File: src/rtl/rep_add_multiplier.sv
// rep_add_multiplier
// Unsigned multiplier built from repeated addition. A small FSM sequences a
// 2*WIDTH accumulator that adds the addend once per cycle until the iteration
// counter reaches zero, then latches the sum into a held product register.
// With SWAP_MIN set, the smaller operand becomes the iteration count so the
// operation finishes in fewer cycles.
module rep_add_multiplier #(
  parameter int unsigned WIDTH    = 8,
  parameter int unsigned SWAP_MIN = 1
) (
  input  logic               clk,
  input  logic               rst_n,
  input  logic               start,
  input  logic               abort,
  input  logic [WIDTH-1:0]   a_in,
  input  logic [WIDTH-1:0]   b_in,
  output logic               busy,
  output logic               done,
  output logic [2*WIDTH-1:0] product
);

  typedef enum logic [1:0] {
    IDLE = 2'd0,
    CALC = 2'd1,
    DONE = 2'd2
  } state_t;

  localparam logic [WIDTH-1:0] CNT_ONE = WIDTH'(1);

  state_t               state;
  state_t               state_nxt;
  logic [WIDTH-1:0]     opa;
  logic [WIDTH-1:0]     cnt;
  logic [2*WIDTH-1:0]   acc;
  logic                 swap;
  logic                 cnt_zero;

  assign swap     = (SWAP_MIN != 0) && (a_in < b_in);
  assign cnt_zero = (cnt == '0);

  // State register.
  always_ff @(posedge clk or negedge rst_n) begin
    if (!rst_n) begin
      state <= IDLE;
    end else begin
      state <= state_nxt;
    end
  end

  // Next-state logic: abort outranks completion, which outranks another add.
  always_comb begin
    state_nxt = state;
    case (state)
      IDLE: begin
        if (start) begin
          state_nxt = CALC;
        end
      end
      CALC: begin
        if (abort) begin
          state_nxt = IDLE;
        end else if (cnt_zero) begin
          state_nxt = DONE;
        end
      end
      DONE: begin
        state_nxt = IDLE;
      end
      default: begin
        state_nxt = IDLE;
      end
    endcase
  end

  // Datapath: operand capture on accept, one add per CALC cycle, product latch on finish.
  always_ff @(posedge clk or negedge rst_n) begin
    if (!rst_n) begin
      acc     <= '0;
      opa     <= '0;
      cnt     <= '0;
      product <= '0;
    end else begin
      case (state)
        IDLE: begin
          if (start) begin
            acc <= '0;
            if (swap) begin
              opa <= b_in;
              cnt <= a_in;
            end else begin
              opa <= a_in;
              cnt <= b_in;
            end
          end
        end
        CALC: begin
          if (!abort) begin
            if (cnt_zero) begin
              product <= acc;
            end else begin
              acc <= acc + {{WIDTH{1'b0}}, opa};
              cnt <= cnt - CNT_ONE;
            end
          end
        end
        default: begin
        end
      endcase
    end
  end

  assign busy = (state != IDLE);
  assign done = (state == DONE);

endmodule

File: config.mk
export PLATFORM = sky130hd
export DESIGN_NAME = rep_add_multiplier
export DESIGN_NICKNAME = d
export VERILOG_FILES = /design/src/rtl/rep_add_multiplier.sv
export SDC_FILE = /design/constraint.sdc
export NUM_CORES = 1
export LEC_CHECK = 0
export BUFFER_PORTS_ARGS = -buffer_cell sky130_fd_sc_hd__buf_2
export CORE_ASPECT_RATIO = 0.8
export CORE_MARGIN = 4
export CORE_UTILIZATION = 40
export CTS_CLUSTER_DIAMETER = 200
export DETAILED_ROUTE_END_ITERATION = 16
export MAX_ROUTING_LAYER = met4
export PLACE_DENSITY = 0.62
export SETUP_SLACK_MARGIN = 0.2
export SYNTH_ARGS = -nofsm -noshare
export SYNTH_HDL_FRONTEND = slang
export SYNTH_SLANG_ARGS = --single-unit
export TNS_END_PERCENT = 30
File: constraint.sdc
create_clock -name clk -period 3 [get_ports clk]
set_clock_uncertainty 0.2 [all_clocks]
set_input_delay 0.45 -clock clk [delete_from_list [all_inputs] [get_ports clk]]
set_output_delay 0.45 -clock clk [all_outputs]
set_load 0.02 [all_outputs]
## Word level (Yosys, flattened, before mapping)

Index checks and enable logic that the tools add are counted.

| word-level totals | value |
|---|---|
| flip-flop bits (word level) | 50 |
| output and inout port bits | 18 |

| cells by class | value |
|---|---|
| bitwise gates (word level) | 1 |
| add/sub/neg operators | 2 |
| multiplexer cells | 14 |
| equal/unequal tests | 6 |
| reduce and logical (&&, ||, !) cells | 8 |
| order comparisons | 1 |

Operators by type and width:

| kind | count |
|---|---|
| 2-to-1 mux 16 bit | 3 |
| 2-to-1 mux 8 bit | 5 |
| one-hot mux 16 bit (2 select lines) | 1 |
| adder 16 x 8 -> 16 bit | 1 |
| one-hot mux 8 bit (2 select lines) | 1 |
| zero test 8 bit | 1 |
| < comparator 8 bit | 1 |
| subtractor 8 x 1 -> 8 bit, second input constant | 1 |
| 2-to-1 mux 2 bit | 3 |
| != test 2 bit, second input constant | 3 |
| one-hot mux 2 bit (2 select lines) | 1 |
| AND reduction 2 bit | 2 |
| AND reduction 4 bit | 1 |
| nonzero test 2 bit | 2 |
| != test 3 bit, second input constant | 1 |
| AND reduction 3 bit | 1 |
| equality test 2 x 1 -> 1 bit, second input constant | 1 |
| equality test 2 bit, second input constant | 1 |
| zero test 2 bit | 1 |
| inverter 1 bit | 1 |

## Logic depth before layout (Yosys ltp)

Gate-level depths: netlist of the first run.

| depth | value |
|---|---|
| depth after elaboration | 4 |
| depth in mapped cells | 9 |
| mapped depth without buffers | 8 |

## Worst setup path before layout of the first run

OpenSTA, ideal clock, no wires.

| timing | value |
|---|---|
| path type | input to register |
| start point | input b_in[2] |
| end point | register cnt[4] |
| arrival time | 2046 ps |
| stages on the path | 8 |
| slack | 618 ps |
| data required time | 2664 ps |
| library setup time | 136 ps |
| cell sequence | inv_1 > ha_1 > a211oi_1 > o21ai_0 > a21oi_2 > buf_2 > mux2i_1 > o211ai_1 |

| between the ends | value |
|---|---|
| longest elaborated chain between the ends | 4 |

Ends and longest elaborated chain:

| what | RTL line | source |
|---|---|---|
| start: declaration | 16 | `input logic [WIDTH-1:0] b_in,` |
| < comparator 8 bit | 38 | `assign swap = (SWAP_MIN != 0) && (a_in < b_in);` |
| 2-to-1 mux 8 bit | 87 | `if (swap) begin` |
| 2-to-1 mux 8 bit | 85 | `if (start) begin` |
| one-hot mux 8 bit (2 select lines) | 83 | `case (state)` |
| end signal: assignment | 89 | `cnt <= a_in;` |
| end signal: assignment | 92 | `cnt <= b_in;` |
| end signal: assignment | 102 | `cnt <= cnt - CNT_ONE;` |
| end: declaration | 33 | `logic [WIDTH-1:0] cnt;` |

Every way passes these cells. The select of a mux whose other input is x is not followed.
A chain may end at the register's enable or synchronous reset.

## Worst setup path in the final report of the first run

| timing | value |
|---|---|
| start point | register cnt[0] |
| end point | register cnt[6] |

| between the ends | value |
|---|---|
| longest elaborated chain between the ends | 4 |
| elaborated cells between the ends (all ways) | 7 |
| those cells by class | add/sub (1); eq/ne (1); mux (3); reduce/logical (2) |

Ends and longest elaborated chain:

| what | RTL line | source |
|---|---|---|
| subtractor 8 x 1 -> 8 bit | 102 |  |
| 2-to-1 mux 8 bit | 98 | `if (cnt_zero) begin` |
| 2-to-1 mux 8 bit | 97 | `if (!abort) begin` |
| one-hot mux 8 bit (2 select lines) | 83 |  |

Parallel ways exist; a longest one is shown, timed or not. The select of a mux whose other input is x is not followed.

==> flow_summary.ini, run 1 <==
[run_status]
status = completed

[power_and_ir_drop]
p_leak_nw = 1.68
total_power_mw = 2.44
peakVddDrop_v = 0.000348
powerDensity_nw_per_um2 = 733

[logic_synthesis]
synthDistinctLibCells = 49
synth_top_cell_by_area = dfrtp_1
synthesis.area_um2 = 2900
ys_async_sr_fraction_pct = 100
ys_seq_area_share_pct = 43.2
synth-seq-cells = 50
netlist_top_cells_count = nand2_1, dfrtp_1, o21ai_0
synth_area_per_cell_um2 = 8.94
ys_warn_count = 0
synthCells = 324
synth_top_area_share_pct = 43.2
synth_ff_type = dfrtp_1
syn-num-nets = 362
synth_most_common_cell = nand2_1
ys_top_cells_by_area = dfrtp_1, nand2_1, ha_1, mux2i_1, o21ai_0
synth_edf_count = 0

[routing]
drt-initial-drc-count = 154
drt-vias-per-instance = 5.43
highest_layer = met4
drt_pass1_iterations = 6
routed-wl-met3_um = 386
drc = 0
m1WireLength_um = 3320
avgRoutedWirePerCell_um = 14.7
ant_nets = 0
wl_um = 6640
met2_length_um = 2880
vias = 2453

[worst_hold_path]
hp-class = flop to flop
hold_end = product[2]
min-delay-start = product[2]
whs_path_depth = 2

[timing]
fin_ws_ps = 444
setup_viol = 0
period_share_pct = 85.2
fmax_ghz = 0.391
setup_tns_ps = 0
rsz0062_at_grt = false
hold_violations = 0
tightestPinTransition_ps = 761
hold_ws_ps = 266
max_slew_margin_pct = 49.1
min_period_ps = 2560
drv_slew = 0

[final_layout]
final_util_pct = 47.8
nets = 402
antenna_cells = 0
drive_gt1_share_pct = 15.6
area_delta_synth_final_pct = 14.9
nFillCells = 669

[die]
die_x_um = 103
rows = 27
core_um2 = 6960
io-pin-count = 38
dieArea_um2 = 8680
die_h_um = 84.1
start_util_pct = 41.6

[global_routing]
grt_remaining_overflow = 0
grt.total_usage_pct = 16.6
grt_pass1_vias = 2381
grt_pass1_wl_um = 11200
grt_max_degree = 51
antenna_found_initial = 0

[clocking]
cts_setup_buffers = 0
cts_tree = yes
cts_resized = 0
numCtsBuffers = 5
root_buffer = clkbuf_8
path_clk_slew_ps = 100
cts_sinks = 50
clkLatencyLatePin_ps = 310
cts_max_path_buffers = 2
cts_max_level = 2

[setup_path]
cp-start-kind = flop
cp_top_family = simple AND/OR/NAND/NOR gates
cp.arrival_ps = 2530
slowest_stage = or4_1
worstRegToRegCells = 8
cp_max_fo = 18
cp-end-kind = flop
criticalPathCategory = flop to flop
r2r-end = cnt[6]
slowest_delay_ps = 620
crit_buf_inv = 2
path_cells = inv_1 > ha_1 > nand2_1 > or4_1 > nand2_2 > inv_2 > o21ai_0 > o22ai_1
cp.required_ps = 2980
r2r_setup_slack_ps = 440
r2r-start = cnt[0]

[flow_run]
maxCapViolations = 0

[placement]
globalplace.congestion = 0.892
place.port_buffers = 37
pre_cts_slack_ps = 471
dp_hpwl_um = 4980
[repair_timing]
action                                  CTS  global route
hold endpoints to repair                 50             0
endpoints found under the setup margin    0             0
hold buffers                              1             0
[routing by layer]
metal  track usage [%]  vias up
met1              23.7     1163
li1                  -     1220
met5                 -        -
met3              3.34        7
met2              24.6       63
met4              2.94        0
[logic make-up (layout without fill, tap and decap cells)]
group,Yosys count,after routing,synth area share [%]
DFF,50,50,43.2
buffers and inverters,28,69,3.76
and+or+nand+nor,139,139,22.9
muxes,19,19,6.57
xor gates and xnor gates,6,6,1.81
adders and majority gates,18,18,8.03
AOI/OAI and AO/OA,64,64,13.8
[flip-flops by register name, summed over array words and instances, names as in the netlist]
signal,cells
acc,16
product,16
cnt,8
opa,8
state,2
[metrics by stage]
| stage | std cells | cell area (um2) |
|---|---|---|
| 2_1_floorplan | 324 | 2900 |
| 3_3_place_gp | 443 | 3200 |
| 3_5_place_dp | 443 | 3200 |
| 4_1_cts | 452 | 3330 |
| 5_1_grt | 452 | 3330 |
| 6_report | 452 | 3330 |
[worst reg2reg max path, stage by stage, from the launching register on]
cell and delay [ps]:
dfrtp_1 390, inv_1 140, ha_1 220, nand2_1 100
or4_1 620, nand2_2 350, inv_2 150, o21ai_0 170
o22ai_1 100
[area by class of cell]
cell class / count / area [um2] / share of cell area, %
repair buffers: 44 / 253 / 7.60
clock inverters: 3 / 45.0 / 1.35
flip-flops and latches: 50 / 1250 / 37.6
multi-input cells: 246 / 1540 / 46.2
clock buffers: 5 / 68.8 / 2.07
well taps: 87 / 109 / 3.27
inverters: 17 / 63.8 / 1.92
[cell usage in the layout (no fill, tap or decap), types with 6 or more instances in the layout]
master | synthesis | final
nor2_1 | 12 | 12
o21ai_0 | 20 | 20
nor3_1 | 6 | 6
inv_1 | 16 | 16
or3_1 | 7 | 7
buf_2 | 3 | 37
a21oi_1 | 16 | 16
ha_1 | 17 | 17
nand3_1 | 8 | 8
mux2i_1 | 19 | 19
dfrtp_1 | 50 | 50
nand2_1 | 74 | 74
[how the worst max path moves through the flow]
stage               endpoint  depth (start not counted)     from
detailed placement    cnt[6]                          8   cnt[0]
global route         acc[12]                          8   acc[0]
global placement     acc[14]                          8   acc[0]
CTS                   cnt[6]                          8   cnt[0]
finish                cnt[6]                          8   cnt[0]
floorplan             cnt[4]                          8  b_in[2]
[power by group]
part	switching, mW	leakage, nW	internal [mW]
Sequential	0.148	0.661	0.834
Clock	0.234	0.0504	0.248
Combinational	0.583	0.972	0.391
Note: power is estimated with default switching activity, not from simulation.
==> run 2: changes to the inputs <==
- ABC_AREA: default -> 1
- CTS_BUF_LIST: default -> sky130_fd_sc_hd__clkbuf_16
- CTS_CLUSTER_SIZE: default -> 20
==> run 2 against run 1 <==
Net effect:
- register-to-register slack improved by 400 ps
- synthesized cell count rose by 22%
- count of clock-buffer cells in the layout did not move
- cell count rose by 15%
- fmax rose by 18%
- largest cell class unchanged
- largest power group is now combinational cells
- design area rose by 3.8%
- core utilization fell by 0.87 points
==> flow_summary.ini, run 2 <==
[die]
rows = 28
dieArea_um2 = 9010
die_h_um = 85.7
core_um2 = 7360
die_x_um = 105
io-pin-count = 38
start_util_pct = 41.1

[setup_path]
crit_path_end = opa[4]
cp.arrival_ps = 2180
cp.depth = 11
worstRegToRegCells = 10
criticalPathCategory = primary input to flop
crit_buf_inv = 4
slowest_stage = nand2_1
cp-end-kind = flop
r2r_setup_slack_ps = 840
slowest_delay_ps = 390
path_cells = buf_2 > inv_1 > ha_1 > nand2_1 > inv_1 > nor2_1 > o21a_1 > nand2_1 > inv_2 > nand2_1 > a21oi_1
cp.required_ps = 3010
r2r-start = opa[0]
startpoint = b_in[7]
cpMostUsedCell = nand2_1
r2r-end = acc[10]
cp_top_family = simple AND/OR/NAND/NOR gates
cp-start-kind = primary input
cp_max_fo = 20

[routing]
highest_layer = met4
routed-wl-met3_um = 323
met2_length_um = 2810
drc = 0
m1WireLength_um = 3520
vias = 2585
avgRoutedWirePerCell_um = 12.9
wl_um = 6720
drt-initial-drc-count = 107
drt_pass1_iterations = 4
drt-vias-per-instance = 4.95
ant_nets = 0

[logic_synthesis]
ys_seq_area_share_pct = 41.4
synth_adder_area_share_pct = 7.71
synth-simple-area-share_pct = 25.5
synth_top_family_by_area = simple AND/OR/NAND/NOR gates
synth_compound_area_share_pct = 14.7
syn-num-nets = 432
synth_top_cell_by_area = dfrtp_1
synth-seq-cells = 50
synth_most_common_cell = nand2_1
synthesis.area_um2 = 3020
synthCells = 394
synth_ff_type = dfrtp_1
synth_area_per_cell_um2 = 7.67
synthXorXnorAreaFrac_pct = 1.45
synthMuxAreaShare_pct = 0
ys_async_sr_fraction_pct = 100
ys_top_cells_by_area = dfrtp_1, nand2_1, ha_1, a21oi_1, inv_1
synthDistinctLibCells = 33
synth_top_area_share_pct = 41.4
ys_warn_count = 0
netlist_top_cells_count = nand2_1, dfrtp_1, inv_1
synth_edf_count = 0

[placement]
place.port_buffers = 37
dp_hpwl_um = 5100
globalplace.congestion = 0.968

[clocking]
path_clk_slew_ps = 60
cts_sinks = 50
clkLatencyLatePin_ps = 280
cts_setup_buffers = 0
numCtsBuffers = 5
cts_tree = yes
cts_max_path_buffers = 2
root_buffer = clkbuf_16
cts_max_level = 2
cts_resized = 0
cts_hold_buf = 1

[power_and_ir_drop]
peakVddDrop_v = 0.000271
p_leak_nw = 1.82
powerDensity_nw_per_um2 = 726

[global_routing]
grt_pass1_wl_um = 11500
grt.total_usage_pct = 16.2
grt_max_degree = 51
antenna_found_initial = 0
grt_pass1_vias = 2457
grt_remaining_overflow = 0

[timing]
setup_tns_ps = 0
rsz0062_at_grt = false
period_share_pct = 72.5
min_period_ps = 2170
max_slew_margin_pct = 61.3
setup_viol = 0
fmax_ghz = 0.460
hold_ws_ps = 224
hold_violations = 0
tightestPinTransition_ps = 579
drv_slew = 0

[final_layout]
antenna_cells = 0
reg.largest.list = acc: 16 flops, product: 16 flops
final_common_cell = nand2_1
drive_gt1_share_pct = 16.0
area_delta_synth_final_pct = 14.3
mostFrequentLayoutCells = nand2_1, inv_1, dfrtp_1, a21oi_1, buf_2
nFillCells = 735
nets = 470

[flow_run]
maxCapViolations = 0

[run_status]
status = completed

[worst_hold_path]
hp-class = primary input to flop
-- run 2: cell types whose count changed in the layout (fill, tap and decap cells not counted), moves of 17 or more --
cell	delta
mux2i_1	-19
inv_1	+34
a21oi_1	+23
nor2_1	+21
nand3_1	+17
nand2_1	+21
-- run 2: worst min-delay path: stages --
cell,delay [ps]
buf_2,100
nand2_1,50
a21oi_1,60
-- run 2: report_power, final --
group	internal, mW	switching (mW)	total [mW]
registers	0.814	0.118	0.932
logic	0.353	0.609	0.963
clock network	0.386	0.228	0.614
-- run 2: how the worst min path moves through the flow --
stage | from | endpoint | slack [ps] | depth (start not counted)
4_1_cts | b_in[5] | opa[5] | 220 | 3
2_1_floorplan | rst_n | acc[0] | -50 | 0
3_5_place_dp | rst_n | product[1] | 260 | 2
3_3_place_gp | rst_n | product[3] | 260 | 2
6_report | b_in[5] | opa[5] | 220 | 3
5_1_grt | b_in[1] | opa[1] | 250 | 3
-- run 2: cell type report --
type | instances | area [um2] | area share [%]
sequential | 50 | 1250 | 36.2
tap | 90 | 113 | 3.26
timing repair buffer | 40 | 223 | 6.45
clock buffer | 5 | 125 | 3.62
inverter | 57 | 219 | 6.34
clock inverter | 2 | 33.8 | 0.978
multi-input combinational | 278 | 1490 | 43.1
-- run 2: kinds of logic (layout without fill, tap and decap cells) --
group,Yosys count,count (layout)
AO/OA/AOI/OAI,82,82
AND/OR/NAND/NOR,173,173
XOR/XNOR,5,5
adder cells (fa/ha/maj),18,18
buffers and inverters,66,104
flip-flops,50,50
-- run 2: routing by layer --
layer / track usage (%) / vias to the layer above
met1: 22.8 / 1158
met4: 3.46 / 0
met5: - / -
li1: - / 1348
met3: 3.39 / 10
met2: 24.3 / 69
-- run 2: through the flow --
stage | cell area [um2] | setup WS, ps | util (%) | power (mW) | instances
2_1_floorplan | 3020 | 1080 | - | 1.68 | 394
6_report | 3450 | 826 | 46.9 | 2.51 | 522
3_5_place_dp | 3280 | 575 | 44.6 | 1.90 | 514
3_3_place_gp | 3280 | 623 | 44.6 | 1.88 | 514
5_1_grt | 3450 | 622 | 46.9 | 2.73 | 522
4_1_cts | 3450 | 848 | 46.9 | 2.53 | 522
